<file path="config.mk">
export PLATFORM = sky130hd
export DESIGN_NAME = noc_port_requester
export DESIGN_NICKNAME = d
export VERILOG_FILES = /design/src/rtl/noc_port_requester.sv
export SDC_FILE = /design/constraint.sdc
export NUM_CORES = 1
export LEC_CHECK = 0
export ABC_AREA = 1
export CAP_MARGIN = 25
export CORE_UTILIZATION = 40
export DETAILED_ROUTE_END_ITERATION = 6
export PLACE_DENSITY = 0.7
export SYNTH_ARGS = -nofsm -noshare
export SYNTH_HDL_FRONTEND = slang
export SYNTH_SLANG_ARGS = --single-unit
</file>
<file path="constraint.sdc">
create_clock -name clk -period 4.14 [get_ports clk]
set_input_delay 0.828 -clock clk [delete_from_list [all_inputs] [get_ports clk]]
set_output_delay 0.828 -clock clk [all_outputs]
set_load 0.02 [all_outputs]
</file>
<file path="src/rtl/noc_port_requester.sv">
// noc_port_requester
// Input-port requester for the NoC router. Buffers flits from the upstream
// link in a DEPTH-entry FIFO, requests the per-port arbiter once a header
// reaches the FIFO head, and streams the packet to the crossbar while
// granted. If the grant is withdrawn mid-packet it drops back to requesting
// and resumes from the next buffered flit.
//
// Ports:
//   clk, rst                 clock, synchronous active-high reset
//   in_valid/in_ready        upstream flit handshake (in_ready = FIFO not full)
//   in_flit_id, in_data      incoming flit; header data[11:0] = timeout length
//   req, flit_id, length     registered request and timer load values
//   grant                    this port's bit of the arbiter's registered state
//   out_valid, out_flit_id,
//   out_data                 registered flit toward the crossbar
//   pkt_count, drop_count    saturating statistics counters
//
// Configuration:
//   NOC_PORT_REQ_STATS_EN    when defined, pkt_count/drop_count count completed
//                            packets and dropped orphan flits; otherwise both
//                            ports are tied to zero.

module noc_port_requester #(
    parameter int unsigned DATA_W = 32,
    parameter int unsigned DEPTH  = 8
) (
    input  logic              clk,
    input  logic              rst,
    input  logic              in_valid,
    output logic              in_ready,
    input  logic [2:0]        in_flit_id,
    input  logic [DATA_W-1:0] in_data,
    output logic              req,
    output logic [2:0]        flit_id,
    output logic [11:0]       length,
    input  logic              grant,
    output logic              out_valid,
    output logic [2:0]        out_flit_id,
    output logic [DATA_W-1:0] out_data,
    output logic [15:0]       pkt_count,
    output logic [15:0]       drop_count
);

    localparam int unsigned AW = $clog2(DEPTH);
    localparam logic [AW:0] PTR_ONE = 1;

    localparam logic [2:0] ID_HEAD = 3'b001;
    localparam logic [2:0] ID_BODY = 3'b010;
    localparam logic [2:0] ID_TAIL = 3'b100;

    typedef enum logic [1:0] {
        S_IDLE,
        S_REQ,
        S_SEND
    } state_t;

    // ------------------------------------------------------------------
    // FIFO: pointers carry one extra wrap bit to tell full from empty.
    // ------------------------------------------------------------------
    logic [DATA_W+2:0] mem [DEPTH];
    logic [AW:0]       wr_ptr;
    logic [AW:0]       rd_ptr;
    logic              empty;
    logic              full;
    logic              push;
    logic              pop;
    logic [2:0]        head_id;
    logic [DATA_W-1:0] head_data;

    assign empty    = (wr_ptr == rd_ptr);
    assign full     = (wr_ptr[AW] != rd_ptr[AW]) &&
                      (wr_ptr[AW-1:0] == rd_ptr[AW-1:0]);
    assign in_ready = !full;
    assign push     = in_valid && !full;
    assign {head_id, head_data} = mem[rd_ptr[AW-1:0]];

    always_ff @(posedge clk) begin
        if (push) begin
            mem[wr_ptr[AW-1:0]] <= {in_flit_id, in_data};
        end
    end

    always_ff @(posedge clk) begin
        if (rst) begin
            wr_ptr <= '0;
            rd_ptr <= '0;
        end else begin
            if (push) begin
                wr_ptr <= wr_ptr + PTR_ONE;
            end
            if (pop) begin
                rd_ptr <= rd_ptr + PTR_ONE;
            end
        end
    end

    // ------------------------------------------------------------------
    // Request / send FSM
    // ------------------------------------------------------------------
    state_t            state;
    state_t            state_d;
    logic              req_d;
    logic [2:0]        flit_id_d;
    logic [11:0]       length_d;
    logic              out_valid_d;
    logic [2:0]        out_flit_id_d;
    logic [DATA_W-1:0] out_data_d;

    always_ff @(posedge clk) begin
        if (rst) begin
            state       <= S_IDLE;
            req         <= 1'b0;
            flit_id     <= '0;
            length      <= '0;
            out_valid   <= 1'b0;
            out_flit_id <= '0;
            out_data    <= '0;
        end else begin
            state       <= state_d;
            req         <= req_d;
            flit_id     <= flit_id_d;
            length      <= length_d;
            out_valid   <= out_valid_d;
            out_flit_id <= out_flit_id_d;
            out_data    <= out_data_d;
        end
    end

    always_comb begin
        state_d       = state;
        req_d         = req;
        flit_id_d     = flit_id;
        length_d      = length;
        out_valid_d   = 1'b0;
        out_flit_id_d = out_flit_id;
        out_data_d    = out_data;
        pop           = 1'b0;

        case (state)
            S_IDLE: begin
                if (!empty) begin
                    if (head_id == ID_HEAD) begin
                        state_d   = S_REQ;
                        req_d     = 1'b1;
                        flit_id_d = ID_HEAD;
                        length_d  = head_data[11:0];
                    end else begin
                        // Orphan flit with no preceding header: discard.
                        pop = 1'b1;
                    end
                end
            end

            S_REQ, S_SEND: begin
                if (grant && !empty) begin
                    pop           = 1'b1;
                    out_valid_d   = 1'b1;
                    out_flit_id_d = head_id;
                    out_data_d    = head_data;
                    // A tail can also be the first flit popped after a resume,
                    // so packet completion is handled the same in both states.
                    if (head_id == ID_TAIL) begin
                        state_d   = S_IDLE;
                        req_d     = 1'b0;
                        flit_id_d = '0;
                    end else begin
                        state_d = S_SEND;
                    end
                end else if (!grant && state == S_SEND) begin
                    // Grant lost mid-packet: re-request, telling the arbiter
                    // timer which flit we resume with.
                    state_d   = S_REQ;
                    flit_id_d = empty ? ID_BODY : head_id;
                end
            end

            default: begin
                state_d = S_IDLE;
            end
        endcase
    end

    // ------------------------------------------------------------------
    // Statistics
    // ------------------------------------------------------------------
`ifdef NOC_PORT_REQ_STATS_EN
    logic pkt_inc;
    logic drop_inc;

    assign drop_inc = pop && (state == S_IDLE);
    assign pkt_inc  = pop && (state != S_IDLE) && (head_id == ID_TAIL);

    always_ff @(posedge clk) begin
        if (rst) begin
            pkt_count  <= '0;
            drop_count <= '0;
        end else begin
            if (pkt_inc && pkt_count != '1) begin
                pkt_count <= pkt_count + 16'd1;
            end
            if (drop_inc && drop_count != '1) begin
                drop_count <= drop_count + 16'd1;
            end
        end
    end
`else
    assign pkt_count  = '0;
    assign drop_count = '0;
`endif

endmodule

</file>
# Word level (Yosys, flattened, before mapping)
# Memory sizes are Yosys's and may differ from the RTL's. A register that Yosys moved wholly into a read port is not among the register bits.
# Cells that the tools add are included.
[word_totals]
ff_bits = 62
mem_bits_rw = 280
inputBits = 39
output_inout_bits = 85
wordCells = 69
mem_count = 1
[memory_table]
columns = ["memory", "depth", "width", "read_ports", "rd_clocked_by_memory_dff", "wr", "line", "rtl"]
rows = [
  ["mem", 8, 35, 1, 1, 1, "60", "logic [DATA_W+2:0] mem [DEPTH];"],
]
[op_classes]
n_addsub = 2
eq_ne = 13
n_mux = 26
n_bitwise = 2
reduce_logical = 16
[ops]
columns = ["operator", "n"]
rows = [
  ["$mux W3", 8],
  ["$mux W2", 5],
  ["$reduce_and A5 Y1", 2],
  ["$mux W1", 9],
  ["$add A4 B1 Y4 const B", 2],
  ["$ne A2 B2 Y1 const B", 4],
  ["$ne A3 B3 Y1 const B", 2],
  ["$pmux W3 S2", 1],
  ["$reduce_and A3 Y1", 2],
  ["$eq A4 B4 Y1", 1],
  ["$logic_and A1 B1 Y1", 4],
  ["$pmux W1 S2", 2],
  ["$pmux W2 S2", 1],
  ["$reduce_or A2 Y1", 2],
  ["$eq A3 B1 Y1 const B", 1],
  ["$eq A3 B3 Y1", 1],
  ["$eq A3 B3 Y1 const B", 1],
  ["$logic_not A1 Y1", 3],
  ["$eq A2 B1 Y1 const B", 1],
  ["$eq A2 B2 Y1 const B", 1],
  ["$logic_not A2 Y1", 1],
  ["$not A1 Y1", 2],
  ["$reduce_and A2 Y1", 1],
  ["$reduce_bool A2 Y1", 1],
  ["$ne A1 B1 Y1", 1],
]

# Logic depth before layout (Yosys ltp)
# Gate-level depths: netlist of the first run.
[depth]
ltp_word = 7
mapped_depth = 15

# Worst setup path before layout of the first run
# Ideal clock, no wire load.
[synth_path]
path_type = "input to register"
start = "input port in_valid"
end = "memory mem[0][0] (netlist bit) (enable)"
setup_time_ns = 0.427
arrival_time_ns = 2.734
required_ns = 3.713
slack_ns = 0.979
path_stages = 3
path_buffers = 0
cell_sequence = "nand2_1 or2_2 nor2_1"
[synth_via]
elab_chain_len = 3
[synth_rtl]
columns = ["item", "line", "rtl"]
rows = [
  ["start: declaration", "29", "input logic in_valid,"],
  ["$logic_and A1 B1 Y1", "74", "assign push = in_valid && !full;"],
  ["$mux W1", "78", "if (push) begin"],
  ["$mux W1 (not written as such)", "79", "mem[wr_ptr[AW-1:0]] <= {in_flit_id, in_data};"],
  ["end: declaration", "60", ""],
]
# Every way passes these cells.

==> PnR_summary.wiki, run 1 <==
{| class="wikitable"
! Metric !! Value
|-
| Status || completed
|-
| Final period utilization || 74.7%
|-
| Number of buffers inserted by post-CTS setup repair || 0
|-
| Via count of the routed design || 8,811
|-
| Area of the die || 34,700 sq um
|-
| DRC viols || 0
|-
| Overall routing resource usage || 17.7%
|-
| Initial antenna violation count || 2
|-
| Simple-gate area share of the yosys netlist || 10.5%
|-
| Adder and majority cell fraction of the synthesized area || 0.461%
|-
| Cell type with the largest total area after synthesis || sky130_fd_sc_hd__edfxtp_1
|-
| Reg-to-reg slack, setup || 1050 ps
|-
| Post-route worst setup slack || 1050 ps
|-
| Unrepaired setup endpoints after global routing || no
|-
| Final ANT Viol Nets || 0
|-
| Area of the core || 33,400 sq um
|-
| Number of buffers inserted by hold repair at cts || 0
|-
| Syn Std Cell Area || 13,600 sq um
|-
| CP required || 4570 ps
|-
| Flip-flop and latch count after synthesis || 345
|-
| Most common cell in the netlist || sky130_fd_sc_hd__edfxtp_1
|-
| Sequential share of the synthesized area || 71.5%
|-
| Chip width || 186 um
|-
| Number of buffer cells added on primary ports || 91
|-
| Min-delay src || req$_SDFFE_PP0P_
|-
| Dominant combinational cell family by area after synthesis || compound AO/OA/AOI/OAI gates
|-
| Global-route wire length before repair || 47,300 um
|-
| Worst setup slack after placement || 980 ps
|-
| Min Tclk post-route || 3090 ps
|-
| Worst hold path cell count || 2
|-
| Initial Utilization || 40.6%
|-
| Number of placement rows || 67
|-
| Worst-path fanout max || 91
|-
| Largest voltage drop on the vdd net || 378 uV
|-
| H-Tree Level Count || 2
|-
| Power density over cell area || 592 nW/um^2
|-
| XOR/XNOR Fraction of Synth Area || 0.258%
|-
| Count of unique library cells instantiated by Yosys || 33
|-
| Maximum clock skew at final layout || 27.4 ps
|-
| Setup violations, final || 0
|-
| Kind of end point of the critical path || flop
|-
| Die Y || 186 um
|-
| Arrival time at the worst endpoint || 3530 ps
|-
| Clock root buffer master || sky130_fd_sc_hd__clkbuf_16
|-
| Number of cells on the worst reg-to-reg path || 10
|-
| Number of global-route vias before repair || 8,401
|-
| Type of the worst setup path || reg -> reg
|-
| Maximum buffer depth of the clock tree || 3
|-
| Area share of the largest cell type after synthesis || 61.9%
|-
| Layout area overhead || 17.0%
|-
| Fraction of the mapped netlist area in compound gates || 11.9%
|-
| Post-detailed-routing wire length || 30,200 um
|-
| TritonCTS clock tree || yes
|-
| End point of the most critical hold path || req$_SDFFE_PP0P_
|-
| Post-Syn Area per Cell || 11.7 sq um
|-
| Largest net degree at the start of global routing || 92
|-
| Final count of hold timing violations || 0
|-
| Most common library cells after synthesis || sky130_fd_sc_hd__edfxtp_1 (280), sky130_fd_sc_hd__o21ai_0 (164), sky130_fd_sc_hd__nor2_1 (160), sky130_fd_sc_hd__nand2_1 (158), sky130_fd_sc_hd__dfxtp_1 (65)
|-
| Critical path launch point type || flop
|-
| Max-cap viol count || 0
|-
| Worst slew margin || 34.9%
|-
| Starting DRT DRC Count || 717
|-
| Slew Limit Fails || 0
|-
| Post-place instance area || 14,800 sq um
|-
| Total leakage power || 5.48 nW
|-
| Number of top-level pins || 124
|-
| Clock transition time at the flip-flop clock pins of the worst setup and hold paths || 60 ps
|-
| Leading post-synthesis cells by cell area || sky130_fd_sc_hd__edfxtp_1 (62%), sky130_fd_sc_hd__dfxtp_1 (9.6%), sky130_fd_sc_hd__o21ai_0 (6.0%)
|-
| Synthesis warning total || 0
|-
| 1st-pass router iterations || 5
|-
| Tightest Pin Transition || 977 ps
|-
| Weighted congestion reported at the end of routability-driven placement || 0.825
|-
| Primary flip-flop cell chosen by synthesis mapping || sky130_fd_sc_hd__edfxtp_1
|-
| Maximum frequency from static timing analysis || 323 MHz
|-
| Class of the tightest hold or removal check || reg -> reg
|-
| Setup_tns || 0 ps
|-
| Detailed-placement wirelength estimate || 17,600 um
|-
| Worst reg2reg path endpoint || length[3]$_SDFFE_PP0P_
|-
| CTS Buf Count || 35
|-
| Average wire per standard cell || 17.6 um
|-
| Cell count after synthesis || 1,158
|-
| CTS-repair resized insts || 0
|-
| Share of synthesized registers carrying an async set or reset || 0%
|-
| Final design area excluding fillers || 15,900 sq um
|-
| Final #Nets || 1,278
|-
| Number of clock sinks seen by CTS || 345
|-
| Average vias per placed instance || 5.15
|-
| Global route overflow || 0
|-
| Fraction of layout instances using a drive strength above 1 || 7.06%
|-
| Mux contribution to synthesized area || 0.0737%
|-
| Count of flip-flops with a built-in enable after synthesis || 280
|-
| Clock latency on the worst-skew pair || 520 ps
|}
[worst max path at each step]
stage	endpoint	slack, ps	cells after the start
2_1_floorplan	mem[0][0]$_DFFE_PP_	980	3
3_3_place_gp	mem[0][26]$_DFFE_PP_	1030	5
3_5_place_dp	mem[0][24]$_DFFE_PP_	980	5
4_1_cts	length[3]$_SDFFE_PP0P_	1040	10
5_1_grt	length[3]$_SDFFE_PP0P_	640	10
6_report	length[3]$_SDFFE_PP0P_	1050	10
[layout make-up]
cell class | count | area (sq um)
fillers | 2897 | 17600
flip-flops and latches | 345 | 9720
multi-input cells | 698 | 3340
repair buffers | 107 | 1040
clock buffers | 53 | 975
well taps | 448 | 561
inverters | 47 | 179
clock inverters | 11 | 72.6
diodes | 1 | 2.50
[state kept, by name, summed over array words and instances (netlist names), named ones only]
register,flops
mem,280
out_data,32
length,12
rd_ptr,4
wr_ptr,4
flit_id,3
out_flit_id,3
state,2
out_valid,1
req,1
[cells in the final DEF (no fill, tap or decap), drive strengths merged, types with 4 or more instances in the layout]
cell           synthesis  layout
edfxtp               280     280
o21ai                175     175
nor2                 163     163
nand2                161     161
clkdlybuf4s50          0      91
dfxtp                 65      65
clkbuf                44      53
inv                   46      48
o22ai                 42      42
a21oi                 41      41
a31oi                 36      36
conb                   1      32
nand3                 27      27
buf                   55      16
clkinv                 1       9
ha                     5       5
nand4                  4       4
[where the power goes]
group	leakage, nW	switching (mW)	internal, mW
Sequential	3.07	0.186	3.95
Clock	0.503	1.27	1.64
Combinational	1.91	1.58	0.769
Total	5.48	3.04	6.36
[worst max-delay path, cell delays in order, from the launching register on]
cell and delay, ps:
sky130_fd_sc_hd__dfxtp_4 880, sky130_fd_sc_hd__inv_4 530, sky130_fd_sc_hd__nand2_1 210, sky130_fd_sc_hd__nand3_1 110
sky130_fd_sc_hd__nand2_1 110, sky130_fd_sc_hd__nand2_1 60, sky130_fd_sc_hd__nand2_2 110, sky130_fd_sc_hd__nand3_4 110
sky130_fd_sc_hd__nor2_4 460, sky130_fd_sc_hd__o21ai_0 180, sky130_fd_sc_hd__a31oi_1 180
[logic make-up (layout without fill, tap and decap cells)]
| group | Yosys count | in the layout |
|---|---|---|
| flip-flops | 345 | 345 |
| buffers and inverters | 146 | 218 |
| XOR/XNOR | 4 | 4 |
| AO/OA/AOI/OAI | 299 | 299 |
| multiplexers | 1 | 1 |
| AND/OR/NAND/NOR | 357 | 357 |
| other | 1 | 33 |
| adder cells (fa/ha/maj) | 5 | 5 |
[routing by layer]
layer / track usage, % / routed length (um)
met3: 3.02 / 1910
met1: 23.7 / 13300
met4: 4.49 / 512
met2: 29.9 / 14500
met5: 0 / 12
[metrics by stage]
step	hold WS [ps]	total power [mW]	instances	utilization (%)
global route	495	9.91	1709	47.5
finish	478	9.40	1710	47.5
floorplan	443	5.83	1189	-
global placement	463	6.51	1645	44.4
CTS	474	9.46	1709	47.5
detailed placement	466	6.56	1645	44.4
Note: power is estimated with default switching activity, not from simulation.
==> run 2: changes to the inputs <==
--- a/config.mk
+++ b/config.mk
@@ -9,7 +9,7 @@
 export CAP_MARGIN = 25
 export CORE_UTILIZATION = 40
 export DETAILED_ROUTE_END_ITERATION = 6
-export PLACE_DENSITY = 0.7
+export PLACE_DENSITY = 0.72
 export SYNTH_ARGS = -nofsm -noshare
 export SYNTH_HDL_FRONTEND = slang
 export SYNTH_SLANG_ARGS = --single-unit
==> constraint.sdc (replaced) <==
create_clock -name clk -period 2.6 [get_ports clk]
set_input_delay 0.52 -clock clk [delete_from_list [all_inputs] [get_ports clk]]
set_output_delay 0.52 -clock clk [all_outputs]
set_load 0.02 [all_outputs]
==> PnR_summary.wiki, run 2 (synthesis results as in run 1) <==
{| class="wikitable"
! Metric !! Value
|-
| Status || completed
|-
| Average vias per placed instance || 5.20
|-
| Class of the tightest hold or removal check || reg -> reg
|-
| Area of the die || 34,700 sq um
|-
| Overall routing resource usage || 17.9%
|-
| Min Tclk post-route || 2470 ps
|-
| Initial antenna violation count || 1
|-
| Type of the worst setup path || reg -> out
|-
| Post-route core utilization || 48.8%
|-
| Number of placed instances, taps included || 1,663
|-
| Chip width || 186 um
|-
| CTS Buf Count || 36
|-
| Largest voltage drop on the vdd net || 467 uV
|-
| Critical path startpoint || wr_ptr[2]$_SDFFE_PP0P_
|-
| Internal Dissipation || 10.6 mW
|-
| Final count of hold timing violations || 0
|-
| Clk network pwr share || 32.7%
|-
| Total leakage power || 5.68 nW
|-
| 1st-pass router iterations || 6
|-
| Setup violations, final || 0
|-
| Final period utilization || 94.9%
|-
| # fillers || 2,870
|-
| Switching power summed over all nets || 4.96 mW
|-
| Arrival time at the worst endpoint || 1950 ps
|-
| Maximum frequency from static timing analysis || 405 MHz
|-
| Register Area || 9720 sq um
|-
| Global route overflow || 0
|-
| Ant. Diodes || 0
|-
| Number of global-route vias before repair || 8,726
|-
| Clock root buffer master || sky130_fd_sc_hd__clkbuf_16
|-
| Number of cells on the worst reg-to-reg path || 9
|-
| CP required || 2080 ps
|-
| Area of combinational cells with multiple inputs || 3340 sq um
|-
| Number of buffer cells added on primary ports || 91
|-
| Crit path to || in_ready
|-
| Clock transition time at the flip-flop clock pins of the worst setup and hold paths || 60 ps
|-
| Power density over cell area || 951 nW/um^2
|-
| Maximum clock skew at final layout || 17.6 ps
|-
| Max-cap viol count || 0
|-
| Via count of the routed design || 8,987
|-
| Number of standard cells in the final layout excluding fillers || 1,729
|-
| Kind of end point of the critical path || output pin
|-
| Final ANT Viol Nets || 0
|-
| Leading cell type in the layout, fill and taps excluded || sky130_fd_sc_hd__edfxtp_1
|-
| Post-detailed-routing wire length || 30,200 um
|-
| Fraction of layout instances using a drive strength above 1 || 9.37%
|-
| Final #Nets || 1,297
|-
| Reg-to-reg slack, setup || 310 ps
|-
| Starting DRT DRC Count || 762
|-
| Layout area overhead || 20.1%
|-
| Initial Utilization || 40.6%
|-
| DRC viols || 0
|-
| Detailed-placement wirelength estimate || 18,100 um
|-
| Unrepaired setup endpoints after global routing || no
|-
| Worst slew margin || 59.8%
|-
| Post-layout total power || 15.5 mW
|-
| Number of buffers inserted by post-CTS setup repair || 0
|-
| Number of top-level pins || 124
|-
| Critical path launch point type || flop
|-
| Maximum buffer depth of the clock tree || 3
|-
| Logic pwr share || 25.4%
|-
| H-Tree Level Count || 2
|-
| Average wire per standard cell || 17.5 um
|-
| Worst reg2reg path endpoint || length[4]$_SDFFE_PP0P_
|-
| Max FFs per register || 280
|-
| Slew Limit Fails || 0
|-
| Number of placement rows || 67
|-
| Number of buffers inserted by hold repair at cts || 0
|-
| Area of the core || 33,400 sq um
|-
| Die Y || 186 um
|-
| Worst-path fanout max || 5
|-
| Tightest Pin Transition || 601 ps
|-
| Most frequent cells in the layout || sky130_fd_sc_hd__edfxtp_1 (280), sky130_fd_sc_hd__o21ai_0 (164), sky130_fd_sc_hd__nand2_1 (158)
|-
| CTS-repair resized insts || 0
|-
| Number of clock sinks seen by CTS || 345
|-
| Global-route wire length before repair || 47,900 um
|-
| Clock latency on the worst-skew pair || 520 ps
|-
| Largest net degree at the start of global routing || 91
|-
| Share of power burned in registers || 41.9%
|-
| Weighted congestion reported at the end of routability-driven placement || 0.804
|-
| TritonCTS clock tree || yes
|-
| Switch share || 32.0%
|}
run 2: changes by cell type in the layout (fill, tap and decap cells not counted), sizes merged:
cell,previous run,this run
buf,16,34
clkbuf,53,47
bufinv,0,3
clkinv,9,12
clkinvlp,1,3
diode,1,0
run 2: stage by stage:
step / area, sq um / hold WS, ps / TNS [ps] / setup WS [ps]
2_1_floorplan: 13700 / 443 / -73310 / -524
3_3_place_gp: 15100 / 453 / 0 / 254
3_5_place_dp: 15100 / 460 / 0 / 269
4_1_cts: 16300 / 471 / 0 / 110
5_1_grt: 16300 / 492 / 0 / 13.9
6_report: 16300 / 467 / 0 / 132
run 2: final cells by class:
class                           count  share of cell area (%)
Inverter                           47                    1.10
Clock inverter                     19                    1.32
Timing Repair Buffer              125                    8.22
Clock buffer                       47                    5.90
Tap cell                          448                    3.44
Multi-Input combinational cell    698                    20.5
Sequential cell                   345                    59.6
run 2: routing by layer:
layer  up-vias  part of all wire (%)  GRT usage [%]
li1       4249                     -              -
met1      4339                    44           24.6
met2       352                    46           29.3
met4         2                   1.4           3.93
met5         -                 0.040              0
met3        45                   8.0           3.49
run 2: worst max-delay path, stage by stage (launching register included):
cell and delay, ps:
sky130_fd_sc_hd__dfxtp_1 450, sky130_fd_sc_hd__inv_2 100, sky130_fd_sc_hd__nand2_1 60, sky130_fd_sc_hd__nand2_1 70, sky130_fd_sc_hd__nor2_1 100, sky130_fd_sc_hd__nand2_1 80, sky130_fd_sc_hd__clkdlybuf4s50_1 560
run 2: worst min path at each step:
stage	startpoint	to	slack, ps	depth (start not counted)
6_report	req$_SDFFE_PP0P_	req$_SDFFE_PP0P_	470	2
2_1_floorplan	wr_ptr[3]$_SDFFE_PP0P_	wr_ptr[3]$_SDFFE_PP0P_	440	1
5_1_grt	req$_SDFFE_PP0P_	req$_SDFFE_PP0P_	490	2
4_1_cts	req$_SDFFE_PP0P_	req$_SDFFE_PP0P_	470	2
3_5_place_dp	req$_SDFFE_PP0P_	req$_SDFFE_PP0P_	460	2
3_3_place_gp	req$_SDFFE_PP0P_	req$_SDFFE_PP0P_	450	2
run 2: power by group through the flow:
stage                     registers, mW  logic, mW  clock network (mW)
after detailed placement           6.62       3.92                   0
after floorplan                    6.74       2.54                   0
after CTS                          6.51       3.94                5.15
final                              6.51       3.94                5.07
after global placement             6.62       3.82                   0
after global routing               6.55       4.41                5.34
==> run 3: changes to the inputs <==
--- a/config.mk
+++ b/config.mk
@@ -7,9 +7,9 @@
 export LEC_CHECK = 0
 export ABC_AREA = 1
 export CAP_MARGIN = 25
-export CORE_UTILIZATION = 40
+export CORE_UTILIZATION = 36
 export DETAILED_ROUTE_END_ITERATION = 6
-export PLACE_DENSITY = 0.72
+export PLACE_DENSITY = 0.67
 export SYNTH_ARGS = -nofsm -noshare
 export SYNTH_HDL_FRONTEND = slang
 export SYNTH_SLANG_ARGS = --single-unit
==> PnR_summary.wiki, run 3 (synthesis results as in run 1) <==
{| class="wikitable"
! Metric !! Value
|-
| Number of top-level pins || 124
|-
| CTS Buf Count || 36
|-
| Ant. Diodes || 0
|-
| Cell breakdown of the critical path || inv_2, nand3_1, nand3_1, nand2_1, nand3_4, nor2_4, o21ai_0, a31oi_1
|-
| Post-route core utilization || 44.3%
|-
| Final design area excluding fillers || 16,300 sq um
|-
| Via count of the routed design || 8,826
|-
| Number of placed instances, taps included || 1,716
|-
| Maximum clock skew at final layout || 22.3 ps
|-
| Most Frequent Cell on Critical Path || sky130_fd_sc_hd__nand3_1
|-
| Area of the die || 38,500 sq um
|-
| H-Tree Level Count || 2
|-
| Final count of hold timing violations || 0
|-
| Final hold slack || 472 ps
|-
| Clock transition time at the flip-flop clock pins of the worst setup and hold paths || 60 ps
|-
| Average wire per standard cell || 17.3 um
|-
| Maximum buffer depth of the clock tree || 3
|-
| Max-cap viol count || 0
|-
| Number of buffers inserted by post-CTS setup repair || 0
|-
| Final period utilization || 85.0%
|-
| 1st-pass router iterations || 5
|-
| Global-route wire length before repair || 47,900 um
|-
| Type of the worst setup path || reg -> reg
|-
| Slowest stage cell, crit path || sky130_fd_sc_hd__dfxtp_2
|-
| Layout area overhead || 20.3%
|-
| Die Y || 196 um
|-
| Tightest Pin Transition || 759 ps
|-
| TritonCTS clock tree || yes
|-
| Register Area || 9720 sq um
|-
| Initial Utilization || 36.8%
|-
| Clock root buffer master || sky130_fd_sc_hd__clkbuf_16
|-
| Maximum frequency from static timing analysis || 453 MHz
|-
| Number of global-route vias before repair || 8,451
|-
| Most frequent cells in the layout || sky130_fd_sc_hd__edfxtp_1 (280), sky130_fd_sc_hd__o21ai_0 (164), sky130_fd_sc_hd__nand2_1 (158)
|-
| Setup violations, final || 0
|-
| Fraction of layout instances using a drive strength above 1 || 8.53%
|-
| Number of placement rows || 70
|-
| DRC viols || 0
|-
| Area of the core || 36,900 sq um
|-
| Initial antenna violation count || 1
|-
| Kind of cell with the highest combined delay on the critical path || simple AND/OR/NAND/NOR gates
|-
| Worst setup slack after placement || 187 ps
|-
| Delay of the slowest critical-path stage || 660 ps
|-
| Class of the tightest hold or removal check || reg -> reg
|-
| Number of standard cells in the final layout excluding fillers || 1,782
|-
| Area of combinational cells with multiple inputs || 3340 sq um
|-
| Average vias per placed instance || 4.95
|-
| Worst slew margin || 49.4%
|-
| Number of buffer cells added on primary ports || 91
|-
| Worst-path fanout max || 24
|-
| Post-detailed-routing wire length || 30,800 um
|-
| Number of clock sinks seen by CTS || 345
|-
| Total leakage power || 5.66 nW
|-
| CP required || 3050 ps
|-
| Weighted congestion reported at the end of routability-driven placement || 0.816
|-
| Status || completed
|-
| Clock latency on the worst-skew pair || 520 ps
|-
| Detailed-placement wirelength estimate || 18,600 um
|-
| Final #Nets || 1,294
|-
| Post-layout total power || 15.5 mW
|-
| Critical path launch point type || flop
|-
| Kind of end point of the critical path || flop
|-
| # fillers || 3,353
|-
| Largest voltage drop on the vdd net || 392 uV
|-
| Power density over cell area || 949 nW/um^2
|-
| Starting DRT DRC Count || 638
|-
| Leading cell type in the layout, fill and taps excluded || sky130_fd_sc_hd__edfxtp_1
|-
| Min Tclk post-route || 2210 ps
|-
| Arrival time at the worst endpoint || 2660 ps
|-
| Largest net degree at the start of global routing || 117
|-
| Chip width || 196 um
|-
| Final ANT Viol Nets || 0
|-
| CP Buf/Inv Count || 1
|-
| Global route overflow || 0
|-
| Setup_tns || 0 ps
|-
| Post-route worst setup slack || 390 ps
|-
| Slew Limit Fails || 0
|-
| Unrepaired setup endpoints after global routing || no
|-
| Overall routing resource usage || 16.0%
|-
| Post-place instance area || 15,200 sq um
|-
| Max FFs per register || 280
|}
==> run 3: cell count changes in the layout (fill, tap and decap cells not counted), sizes merged <==
cell           previous run  this run
clkinv                   12        11
dlymetal6s2s              0         1
inv                      48        47
clkinvlp                  3         0
clkdlybuf4s50            91        90
clkbuf                   47        51
buf                      34        31
bufinv                    3         4
==> run 3: final cells by class <==
type / count / area share [%]
clock inverters: 15 / 1.23
flip-flops and latches: 345 / 59.5
multi-input cells: 698 / 20.4
clock buffers: 51 / 5.92
repair buffers: 122 / 8.01
inverters: 47 / 1.10
well taps: 504 / 3.86
==> run 3: where the power goes <==
part	switching, mW	total, mW	internal (mW)
clock	2.07	5.09	3.02
sequential	0.253	6.55	6.29
combinational	2.60	3.87	1.27
total	4.92	15.5	10.6
==> run 3: worst paths after layout <==
| check | cells after the start | endpoint | slack (ps) | startpoint |
|---|---|---|---|---|
| setup / recovery | 8 | length[7]$_SDFFE_PP0P_ | 390 | flop |
| hold / removal | 2 | req$_SDFFE_PP0P_ | 470 | req$_SDFFE_PP0P_ |
| setup reg to reg | 8 | length[7]$_SDFFE_PP0P_ | 390 | flop |
| hold reg to reg | 2 | req$_SDFFE_PP0P_ | 470 | req$_SDFFE_PP0P_ |
==> run 3: repair_timing <==
item,4_1_cts,5_1_grt
hold buffers,0,0
hold endpoints to repair,0,0
resized for setup,0,1
setup endpoints to repair,0,1
==> run 3: per-layer routing <==
layer	part of all wire, %	wire [um]	up-vias	GRT usage [%]
met2	45	14000	270	25.0
met3	5.5	1700	50	2.84
met5	0.055	17	-	0
met1	47	14500	4264	22.8
li1	-	-	4240	-
met4	2.0	610	2	4.46
==> run 3: worst min-delay path: stages, from the launching register on <==
cell,delay [ps]
sky130_fd_sc_hd__dfxtp_1,320
sky130_fd_sc_hd__nand2_1,60
sky130_fd_sc_hd__a21oi_1,50
